===== config.mk =====
export PLATFORM = sky130hd
export DESIGN_NAME = responder_ctrl
export DESIGN_NICKNAME = d
export VERILOG_FILES = /design/src/rtl/responder_ctrl.sv
export SDC_FILE = /design/constraint.sdc
export NUM_CORES = 1
export LEC_CHECK = 0
export BUFFER_PORTS_ARGS = -buffer_cell sky130_fd_sc_hd__buf_2
export CORE_ASPECT_RATIO = 1.5
export CORE_MARGIN = 1.5
export CORE_UTILIZATION = 51
export CTS_CLUSTER_SIZE = 25
export DETAILED_ROUTE_END_ITERATION = 10
export GPL_TIMING_DRIVEN = 0
export PLACE_DENSITY = 0.68
export SYNTH_ARGS = -nofsm -noshare
export SYNTH_HDL_FRONTEND = slang
export SYNTH_SLANG_ARGS = --single-unit

===== constraint.sdc =====
create_clock -name CLK -period 7.3 [get_ports CLK]
set_clock_uncertainty 0.2 [all_clocks]
set_input_delay 1.46 -clock CLK [delete_from_list [all_inputs] [get_ports CLK]]
set_output_delay 1.46 -clock CLK [all_outputs]
set_load 0.03 [all_outputs]

===== src/rtl/responder_ctrl.sv =====
// Round controller for a 4-player quiz responder: debounces keys,
// arbitrates the first press, drives the countdown timer and indicators.
// Ports:
//   CLK, RSTn           clock, async active-low reset
//   Key_Host_n          raw host key, low = pressed
//   Key_Player_n[3:0]   raw player keys P1..P4, low = pressed
//   TimerH/TimerL       BCD tens/units from the countdown timer
//   Timer_Start         1 = timer counts down
//   Timer_RSTn          0 = timer reloads
//   Winner[3:0]         latched player number 1..4, 0 = none
//   LED_Player[3:0]     one-hot LED of latched player
//   LED_Foul            latched player pressed before start
//   LED_TimeUp          round ended with no answer
//   Buzzer_Answer       pulse of BUZZ_CYC cycles on answer or foul
module responder_ctrl #(
  parameter int DB_CYC   = 500_000,
  parameter int DB_W     = 20,
  parameter int BUZZ_CYC = 25_000_000,
  parameter int BUZZ_W   = 25
) (
  input  logic       CLK,
  input  logic       RSTn,
  input  logic       Key_Host_n,
  input  logic [3:0] Key_Player_n,
  input  logic [3:0] TimerH,
  input  logic [3:0] TimerL,
  output logic       Timer_Start,
  output logic       Timer_RSTn,
  output logic [3:0] Winner,
  output logic [3:0] LED_Player,
  output logic       LED_Foul,
  output logic       LED_TimeUp,
  output logic       Buzzer_Answer
);

  localparam logic [DB_W-1:0]   DB_LAST = DB_W'(DB_CYC - 1);
  localparam logic [BUZZ_W-1:0] BUZ_LD  = BUZZ_W'(BUZZ_CYC);

  typedef enum logic [2:0] {
    S_IDLE,
    S_ARMED,
    S_LOCKED,
    S_FOUL,
    S_TIMEOUT
  } state_e;

  // bit 0 = host, bits 4:1 = P1..P4
  logic [4:0]      raw;
  logic [4:0]      s1_q;
  logic [4:0]      s2_q;
  logic [4:0]      acc_q;
  logic [4:0]      evt_q;
  logic [DB_W-1:0] cnt_q [5];

  assign raw = {Key_Player_n, Key_Host_n};

  // acc_q holds the accepted level in pressed polarity (1 = pressed)
  always_ff @(posedge CLK or negedge RSTn) begin
    if (!RSTn) begin
      s1_q  <= '1;
      s2_q  <= '1;
      acc_q <= '0;
      evt_q <= '0;
      for (int i = 0; i < 5; i++) cnt_q[i] <= '0;
    end else begin
      s1_q <= raw;
      s2_q <= s1_q;
      for (int i = 0; i < 5; i++) begin
        evt_q[i] <= 1'b0;
        if (~s2_q[i] == acc_q[i]) begin
          cnt_q[i] <= '0;
        end else if (cnt_q[i] == DB_LAST) begin
          cnt_q[i] <= '0;
          acc_q[i] <= ~s2_q[i];
          evt_q[i] <= ~s2_q[i];
        end else begin
          cnt_q[i] <= cnt_q[i] + 1'b1;
        end
      end
    end
  end

  logic [3:0] pl_evt;
  logic       any_pl;
  logic       host_evt;
  logic       t_zero;
  logic [3:0] win_d;
  logic [3:0] led_d;

  assign pl_evt   = evt_q[4:1];
  assign any_pl   = |pl_evt;
  assign host_evt = evt_q[0];
  assign t_zero   = (TimerH == 4'd0) && (TimerL == 4'd0);

  // lowest index wins simultaneous presses
  always_comb begin
    win_d = 4'd0;
    led_d = 4'd0;
    priority case (1'b1)
      pl_evt[0]: begin win_d = 4'd1; led_d = 4'b0001; end
      pl_evt[1]: begin win_d = 4'd2; led_d = 4'b0010; end
      pl_evt[2]: begin win_d = 4'd3; led_d = 4'b0100; end
      pl_evt[3]: begin win_d = 4'd4; led_d = 4'b1000; end
      default: ;
    endcase
  end

  state_e            state_q;
  logic [BUZZ_W-1:0] buz_q;

  always_ff @(posedge CLK or negedge RSTn) begin
    if (!RSTn) begin
      state_q       <= S_IDLE;
      buz_q         <= '0;
      Timer_Start   <= 1'b0;
      Timer_RSTn    <= 1'b0;
      Winner        <= 4'd0;
      LED_Player    <= 4'd0;
      LED_Foul      <= 1'b0;
      LED_TimeUp    <= 1'b0;
      Buzzer_Answer <= 1'b0;
    end else begin
      if (buz_q != '0) buz_q <= buz_q - 1'b1;
      Buzzer_Answer <= (buz_q > BUZZ_W'(1));
      unique case (state_q)
        S_IDLE: begin
          if (host_evt) begin
            state_q     <= S_ARMED;
            Timer_Start <= 1'b1;
            Timer_RSTn  <= 1'b1;
          end else if (any_pl) begin
            state_q       <= S_FOUL;
            Winner        <= win_d;
            LED_Player    <= led_d;
            LED_Foul      <= 1'b1;
            buz_q         <= BUZ_LD;
            Buzzer_Answer <= 1'b1;
          end
        end
        S_ARMED: begin
          if (any_pl) begin
            state_q       <= S_LOCKED;
            Timer_Start   <= 1'b0;
            Winner        <= win_d;
            LED_Player    <= led_d;
            buz_q         <= BUZ_LD;
            Buzzer_Answer <= 1'b1;
          end else if (host_evt) begin
            state_q     <= S_IDLE;
            Timer_Start <= 1'b0;
            Timer_RSTn  <= 1'b0;
          end else if (t_zero) begin
            state_q     <= S_TIMEOUT;
            Timer_Start <= 1'b0;
            LED_TimeUp  <= 1'b1;
          end
        end
        default: begin
          if (host_evt) begin
            state_q       <= S_IDLE;
            Timer_Start   <= 1'b0;
            Timer_RSTn    <= 1'b0;
            Winner        <= 4'd0;
            LED_Player    <= 4'd0;
            LED_Foul      <= 1'b0;
            LED_TimeUp    <= 1'b0;
            buz_q         <= '0;
            Buzzer_Answer <= 1'b0;
          end
        end
      endcase
    end
  end

endmodule


==> reports/qor.yml, run 1 <==
clock_tree:
  clk_latency_ns: 0.42
  cts_buffer_depth: 2
  cts_buffers: 17
  tritoncts: "done"
  cts.clk_slew.worst_paths_ns: 0.06
  hold_buffers: 0
  post_cts_resize_count: 0
  clock-sinks: 159
  postCtsSetupBuffers: 0
  htreeDepth: 4
  clockRootBuffer: "clkbuf_16"
outcome:
  status: "finished, final reports clean"
critical_path:
  worstPathCellList: "buf_4 > buf_2"
  cp.depth: 2
  critPathMaxStageDelay_ns: 0.41
  end_kind: "output port"
  rr_worst_depth: 7
  cp_top_family: "flip-flops"
  cp_slowest_cell: "dfrtp_1"
  crit_type: "register to output port"
  critical_path_buf_inv_count: 2
  crit_required_ns: 5.64
  critPathLaunchType: "register"
  arrival_ns: 1.13
  crit_fanout: 3
min_path:
  hp-class: "register to register"
  min_path_cells: 0
drt:
  viasPerCell: 5.50
  wire_per_inst_microns: 14.5
  drc: 0
  first_pass_iters: 4
  ant_nets: 0
  vias: 5634
  routed_wl_mm: 14.8
  drt_iter0_markers: 190
synthesis:
  synth_cells: 769
  synth-warning-count: 0
  synth_area_leaders: "dfrtp_1, nor2_1, xnor2_1"
  synth_edf_count: 0
  synth_nets: 794
  syn_area_sq_um: 7670
  synth_top_area_share_pct: 48.6
  synth_cell_types: 62
  avgSynthCellArea_sq_um: 9.97
  synth-seq-cells: 159
  async_reset_ff_share_pct: 100
  netlist.top_cell.by_area: "dfrtp_1"
  ys_seq_area_share_pct: 52.1
  ys.flop_type: "dfrtp_1"
global_routing:
  grt_max_degree: 91
  grt_pass1_wl_mm: 25.6
  grt_pass1_vias: 5657
  overflow: 0
  track_usage_pct: 20.4
  antenna_found_initial: 0
sta:
  setup_viol: 0
  hold_viol_final: 0
  setup_tns_ns: 0
  hold_ws_ns: 0.156
  slew_headroom_pct: 39.4
  fin_crit_sh_pct: 38.2
  fmax_mhz: 359
  rsz0062_at_grt: "false"
  drv_slew: 0
  period_needed_ns: 2.79
  worst_slew_pin_slew_ns: 0.904
  setup_ws_ns: 4.51
floorplanning:
  start_util_pct: 52.5
  die_area_sq_um: 15800
  core_sq_um: 14600
  num_rows: 54
  dieHeight_microns: 153
  pin_count: 28
  dieWidth_microns: 103
final_layout:
  final_common_cell: "dfrtp_1"
  drive_above_1_share_pct: 10.7
  area_delta_synth_final_pct: 13.2
  antenna_cells: 0
  nets: 840
  layout_common_cells: "dfrtp_1, nor2_1, xnor2_1, xor2_1, nand3_1"
  final_core_util_pct: 59.4
power:
  peakVddDrop_uv: 152
  leakage_uw: 0.00384
  power_density_nw_per_um2: 213
  power_uw: 1850
place:
  portBuffers: 26
  place_ws_ns: 4.23
  place_congestion: 0.841
  dp_hpwl_mm: 10.5
flow_run:
  maxCapViolations: 0
## layer usage
metal  global-route usage, %  share of wire (%)  up-vias
li1                        -                  -     2755
met1                    24.7                 43     2764
met2                    34.5                 51       93
met3                    5.35                4.2       22
met4                    7.46                1.7        0
met5                       0                  0        -
## path summary, 6_finish.rpt
path / from / endpoint / slack [ns]
max in group asynchronous: RSTn / s2_q[0] / 5.21
worst max register to register: state_q[2] / Winner[1] / 4.67
min in group asynchronous: RSTn / cnt_q[49] / 0.83
worst max-delay path: Winner[2] / Winner[2] / 4.51
worst min register to register: s1_q[4] / s2_q[4] / 0.16
worst min-delay path: s1_q[4] / s2_q[4] / 0.16
## logic make-up after synthesis
group | Yosys count | synth area share, %
simple gates | 377 | 25.7
xor+xnor | 109 | 12.5
compound gates | 64 | 5.24
flops | 159 | 52.1
other cells | 1 | 0.0489
buf+inv | 45 | 2.33
mux | 4 | 0.539
fa+ha+maj | 10 | 1.63
## synthesized netlist by cell type (4+ instances only)
| cell | instances |
|---|---|
| nand2b_1 | 6 |
| inv_1 | 26 |
| nand3_1 | 43 |
| nand4_1 | 36 |
| and4_1 | 6 |
| dfrtp_1 | 149 |
| nor3_1 | 21 |
| a21oi_1 | 11 |
| nand2_1 | 40 |
| nor4_1 | 17 |
| nor2_1 | 148 |
| a31oi_1 | 5 |
| and3_1 | 10 |
| dfstp_2 | 10 |
| nor4b_1 | 9 |
| xor2_1 | 53 |
| o21ai_0 | 8 |
| xnor2_1 | 56 |
| or4_4 | 4 |
| o21ai_1 | 20 |
| clkbuf_1 | 15 |
| or4_1 | 5 |
| ha_1 | 10 |
## cell type report
class	count	area [sq um]
Fill cell	1311	5920
Sequential cell	159	3990
Multi-Input combinational cell	565	3500
Clock buffer	23	468
Tap cell	196	245
Timing Repair Buffer	27	164
Clock inverter	9	133
Inverter	26	97.6
Buffer	19	81.3
## where the power goes
group / switching [uW] / leakage (uW) / internal, uW
sequential: 8.90 / 0.00216 / 893
combinational: 33.9 / 0.00139 / 13.9
clock: 345 / 0.000288 / 557
total: 387 / 0.00384 / 1460
## metrics by stage
stage / cells / cell area, sq um
global placement: 991 / 8040
finish: 1024 / 8680
CTS: 1024 / 8680
detailed placement: 992 / 8080
global route: 1024 / 8680
floorplan: 769 / 7670
## registers in the layout (all words and copies together), names as in the netlist
name,count
cnt_q,100
buz_q,25
acc_q,5
evt_q,5
s1_q,5
s2_q,5
LED_Player,3
Winner,3
state_q,3
Buzzer_Answer,1
LED_Foul,1
LED_TimeUp,1
Timer_RSTn,1
Timer_Start,1
Note: power is estimated with default switching activity, not from simulation.
==> run 2: changes to the inputs <==
ABC_AREA = 1   (was default)
PLACE_DENSITY = 0.7   (was 0.68)
clock period = 2.46 ns   (was 7.3 ns; I/O delays follow)
==> run 2 against run 1 <==
Critical endpoint is now buz_q[3]. Synthesized area rose by 11%. Global-route usage rose by 1.8 points. Utilization fell by 0.14 points. Critical path depth rose by 7. Combinational power rose to 5.9 times the previous value. Die area rose by 11%. Clock power rose to 3.2 times the previous value. Largest power group is now the clock network. Critical path type is now register to register.
==> reports/qor.yml, run 2 <==
outcome:
  status: "finished, final reports clean"
drt:
  routed_wl_mm: 17.6
  vias: 6934
  drc: 0
  drt_iter0_markers: 396
  first_pass_iters: 5
  wire_per_inst_microns: 13.3
  viasPerCell: 5.25
  ant_nets: 0
synthesis:
  netlist.top_cell.by_area: "dfrtp_1"
  ys_top_cells_by_count: "nand2_1, nor2_1, dfrtp_1, inv_1, nand3_1"
  synth_cells: 1050
  synth_top_area_share_pct: 43.8
  synth_area_leaders: "dfrtp_1, nand2_1, nor2_1"
  avgSynthCellArea_sq_um: 8.11
  async_reset_ff_share_pct: 100
  ys.flop_type: "dfrtp_1"
  ys_seq_area_share_pct: 46.9
  synth_cell_types: 47
  synth-seq-cells: 159
  synth-warning-count: 0
  synth_nets: 1075
  synth_edf_count: 0
  syn_area_sq_um: 8510
  synth_most_common_cell: "nand2_1"
place:
  place_congestion: 0.918
  dp_hpwl_mm: 13.0
  portBuffers: 26
  placed_area_sq_um: 8940
clock_tree:
  clock-sinks: 159
  htreeDepth: 4
  cts_buffer_depth: 2
  clockRootBuffer: "clkbuf_16"
  clk_latency_ns: 0.43
  cts_buffers: 17
  postCtsSetupBuffers: 0
  cts.clk_slew.worst_paths_ns: 0.06
  tritoncts: "done"
final_layout:
  regArea_sq_um: 3990
  nets: 1127
  fillers: 1477
  drive_above_1_share_pct: 13.0
  area_delta_synth_final_pct: 13.3
  post-route-cell-area_sq_um: 9640
  layout_common_cells: "nand2_1, nor2_1, dfrtp_1, inv_1, nand3_1"
  final_common_cell: "nand2_1"
  multi_input_area_sq_um: 3970
  reg.largest.list: "cnt_q x100, buz_q x25"
  regMostFlops: "cnt_q"
  largest_register_ffs: 100
  antenna_cells: 0
min_path:
  min_path_cells: 0
  hold_end: "s2_q[2]"
  min_from: "s1_q[2]"
  hp-class: "register to register"
critical_path:
  crit_type: "register to register"
  r2r-end: "buz_q[3]"
  crit_required_ns: 2.58
  reg2reg_from: "buz_q[0]"
  arrival_ns: 2.14
  worstPathCellList: "inv_1 > ha_1 > nand2_2 > nor2_4 > nand2_1 > nor2_1 > nor2_1 > nor2_1 > nor2_1"
  cp_slowest_cell: "dfrtp_1"
  rr_worst_depth: 9
  regToRegSetupSlack_ns: 0.44
  end_kind: "register"
  path_common_cell: "nor2_1"
  critPathLaunchType: "register"
  critPathMaxStageDelay_ns: 0.43
  crit_fanout: 5
global_routing:
  antenna_found_initial: 0
  grt_pass1_vias: 6813
  overflow: 0
  track_usage_pct: 22.2
  grt_max_degree: 98
  grt_pass1_wl_mm: 30.6
flow_run:
  maxCapViolations: 0
power:
  power_uw: 5840
  leakage_uw: 0.00451
  peakVddDrop_uv: 440
  power_density_nw_per_um2: 606
sta:
  slew_headroom_pct: 58.3
  drv_slew: 0
  fmax_mhz: 495
  hold_viol_final: 0
  rsz0062_at_grt: "false"
  setup_viol: 0
  fin_crit_sh_pct: 82.1
  worst_slew_pin_slew_ns: 0.621
  period_needed_ns: 2.02
floorplanning:
  dieHeight_microns: 161
  num_rows: 57
  die_area_sq_um: 17500
  core_sq_um: 16300
  dieWidth_microns: 108
  pin_count: 28
  start_util_pct: 52.3
-- run 2: changes by cell type after synthesis, moves of 15 or more --
cell,change
nor2_2,+18
clkbuf_1,-15
inv_1,+98
a21oi_1,+27
nand2_1,+149
nor3_1,+26
nand3_1,+15
nor4_1,-15
xnor2_1,-44
nor2_1,+33
xor2_1,-15
-- run 2: cell families after synthesis --
family | Yosys count | synth area share [%]
other | 1 | 0.0441
AND/OR/NAND/NOR | 600 | 34.1
multiplexers | 1 | 0.132
buffers and inverters | 140 | 6.42
flip-flops | 159 | 46.9
XOR/XNOR | 50 | 5.14
AO/OA/AOI/OAI | 89 | 5.82
adder cells (fa/ha/maj) | 10 | 1.47
-- run 2: timing repair --
item                                   in CTS  in global routing
hold buffers                                6                  0
resized for setup                           0                  0
endpoints found under the hold margin      65                  0
-- run 2: worst max-delay path, delay by kind of cell, from the launching register on --
kind,cells,cell delay (ns)
buffers and inverters,1,0.10
and+or+nand+nor,7,0.94
adders and majority gates,1,0.25
DFF,1,0.43
-- run 2: per-stage QoR --
stage | util (%) | worst slack, ns | std cells | hold slack (ns) | setup TNS (ns)
5_1_grt | 59.3 | 0.277 | 1321 | 0.161 | 0
3_3_place_gp | 54.7 | -1.74 | 1282 | 0.147 | -265.38
4_1_cts | 59.3 | 0.436 | 1321 | 0.156 | 0
3_5_place_dp | 55.0 | 0.449 | 1283 | 0.147 | 0
6_report | 59.3 | 0.440 | 1321 | 0.155 | 0
2_1_floorplan | - | 0.724 | 1050 | -0.00359 | 0
-- run 2: cell type report --
cell class	count	area share, %
flip-flops and latches	159	41.4
clock inverters	13	2.21
inverters	131	5.10
well taps	206	2.67
multi-input cells	751	41.2
plain buffers	9	0.571
clock buffers	19	4.49
repair buffers	33	2.36
-- run 2: worst max path at each step --
stage,startpoint,end,cells after the start
floorplan,buz_q[0],buz_q[9],10
global route,cnt_q[20],cnt_q[35],8
detailed placement,buz_q[0],buz_q[3],9
CTS,buz_q[0],buz_q[3],9
finish,buz_q[0],buz_q[3],9
global placement,RSTn,cnt_q[78],1
-- run 2: power breakdown --
part / internal [uW] / switching (uW) / total, uW
Sequential: 2660 / 28.0 / 2690
Combinational: 83.8 / 200 / 284
Clock: 1810 / 1060 / 2870
Total: 4550 / 1290 / 5840
-- run 2: routing by layer --
layer	vias to the layer above	global-route usage, %	part of all wire [%]
met1	3265	25.5	42
met2	133	39.2	52
met5	-	0	0
met3	36	4.68	3.5
li1	3500	-	-
met4	0	9.27	2.7
==> run 3: changes to the inputs <==
ABC_AREA = 0   (was 1)
PLACE_DENSITY = 0.68   (was 0.7)
clock period = 1.9 ns   (was 2.46 ns; I/O delays follow)
==> run 3 against run 2 <==
The flow now finishes with violations (negative setup slack). Final area is 7.9% higher. Routed wire length is 4.8% higher. Die area is 9.7% lower. Largest cell class is now multi-input gates. Combinational power is 14% higher. Critical path depth is 4 lower. Clock-buffer cell count is 1 higher. Hold slack hardly changed.
==> reports/qor.yml, run 3 (same netlist as run 1, synthesis figures left out) <==
drt:
  drt_iter0_markers: 282
  drc: 0
  wire_per_inst_microns: 16.4
  first_pass_iters: 5
  routed_wl_mm: 18.5
  viasPerCell: 5.53
  ant_nets: 0
  vias: 6217
global_routing:
  grt_pass1_wl_mm: 29.0
  grt_max_degree: 84
  antenna_found_initial: 0
  track_usage_pct: 23.3
  overflow: 0
  grt_pass1_vias: 6216
floorplanning:
  die_area_sq_um: 15800
  dieHeight_microns: 153
  num_rows: 54
  start_util_pct: 52.5
  core_sq_um: 14600
  pin_count: 28
  dieWidth_microns: 103
power:
  peakVddDrop_uv: 663
  p_switching_uw: 1650
  p_int_uw: 5720
  combinationalPowerShare_pct: 4.4
  leakage_uw: 0.00467
  p_sw_share_pct: 22.4
  power_frac_seq_pct: 47.0
  power_frac_clock_pct: 48.6
  power_density_nw_per_um2: 708
min_path:
  min_from: "s1_q[4]"
  min_path_cells: 0
  hp-class: "register to register"
  hold_end: "s2_q[4]"
place:
  portBuffers: 26
  dp.cells: 992
  place_congestion: 0.883
  place_ws_ns: -0.488
  dp_hpwl_mm: 10.4
final_layout:
  area_delta_synth_final_pct: 35.8
  layout_common_cells: "dfrtp_1, nor2_1, buf_4, xnor2_1, xor2_1"
  antenna_cells: 0
  final_core_util_pct: 71.3
  fin_cells: 1124
  regMostFlops: "cnt_q"
  largest_register_ffs: 100
  nets: 940
  reg.largest.list: "cnt_q x100, buz_q x25"
  final_common_cell: "dfrtp_1"
  drive_above_1_share_pct: 32.7
sta:
  worst_slew_pin_slew_ns: 0.787
  rsz0062_at_grt: "true"
  period_needed_ns: 2.32
  setup_tns_ns: -10.25
  hold_viol_final: 0
  drv_slew: 0
  fmax_mhz: 431
  setup_viol: 57
  slew_headroom_pct: 47.6
  setup_ws_ns: -0.420
  fin_crit_sh_pct: 122
clock_tree:
  tritoncts: "done"
  clk_latency_ns: 0.43
  cts.clk_slew.worst_paths_ns: 0.06
  cts_buffers: 17
  clock-sinks: 159
  htreeDepth: 4
  clockRootBuffer: "clkbuf_16"
  cts_buffer_depth: 2
flow_run:
  maxCapViolations: 0
critical_path:
  rr_worst_depth: 5
  critPathMaxStageDelay_ns: 0.60
  arrival_ns: 2.43
  regToRegSetupSlack_ns: -0.42
  worstPathCellList: "or4_4 > or4_4 > o21a_1 > xnor2_1 > o21ai_1"
  crit_type: "register to register"
  critical_path_buf_inv_count: 0
  cp_top_family: "simple AND/OR/NAND/NOR gates"
  crit_fanout: 5
  critPathLaunchType: "register"
  cp_slowest_cell: "or4_4"
  cp.depth: 5
  r2r-end: "buz_q[6]"
  crit_required_ns: 2.01
  path_common_cell: "or4_4"
  reg2reg_from: "buz_q[7]"
  end_kind: "register"
outcome:
  violations: "negative setup slack"
  status: "complete, but fails checks"
run 3: power by group through the flow:
stage / clock [uW] / sequential, uW / combinational [uW]
finish: 3580 / 3470 / 325
detailed placement: 0 / 3530 / 199
CTS: 3610 / 3460 / 282
floorplan: 0 / 3520 / 87.0
global route: 3770 / 3470 / 364
global placement: 0 / 3520 / 184
run 3: per-stage QoR:
| stage | power (uW) | hold WS [ns] | cell area, sq um |
|---|---|---|---|
| floorplan | 3610 | -0.116 | 7810 |
| global placement | 3710 | 0.145 | 8180 |
| detailed placement | 3720 | 0.147 | 8220 |
| CTS | 7350 | 0.155 | 9760 |
| global route | 7600 | 0.159 | 10400 |
| finish | 7370 | 0.155 | 10400 |
run 3: layout make-up:
type                            instances  area, sq um
Multi-Input combinational cell        565         4190
Fill cell                            1037         4190
Clock buffer                           20          457
Tap cell                              196          245
Timing Repair Buffer                  128         1030
Inverter                               26          100
Sequential cell                       159         4010
Clock inverter                         12          159
Buffer                                 18          229
run 3: per-layer routing:
| layer | track usage [%] | routed length (microns) | vias to the layer above |
|---|---|---|---|
| met5 | 0 | 0 | - |
| met4 | 8.69 | 367 | 0 |
| met3 | 4.62 | 527 | 30 |
| met2 | 40.1 | 9910 | 125 |
| met1 | 28.4 | 7660 | 3110 |
| li1 | - | - | 2952 |
run 3: timing repair:
item | CTS | global route
cloned | 3 | 2
hold buffers | 6 | 0
resized for setup | 91 | 84
hold endpoints to repair | 79 | 0
pin swaps | 35 | 50
endpoints found under the setup margin | 123 | 106
setup buffers | 49 | 42
run 3: worst max path at each step:
stage | from | end | slack (ns)
after floorplan | buz_q[21] | buz_q[6] | -0.33
after global placement | RSTn | cnt_q[49] | -2.09
after detailed placement | buz_q[12] | buz_q[21] | -0.49
after CTS | buz_q[23] | buz_q[4] | -0.38
after global routing | buz_q[11] | buz_q[8] | -0.49
final | buz_q[7] | buz_q[6] | -0.42
run 3: worst register-to-register path: cells and delay by family, from the launching register on:
kind | cells | cell delay [ns]
and+or+nand+nor | 2 | 1.14
xor gates and xnor gates | 1 | 0.15
DFF | 1 | 0.40
AOI/OAI and AO/OA | 2 | 0.30
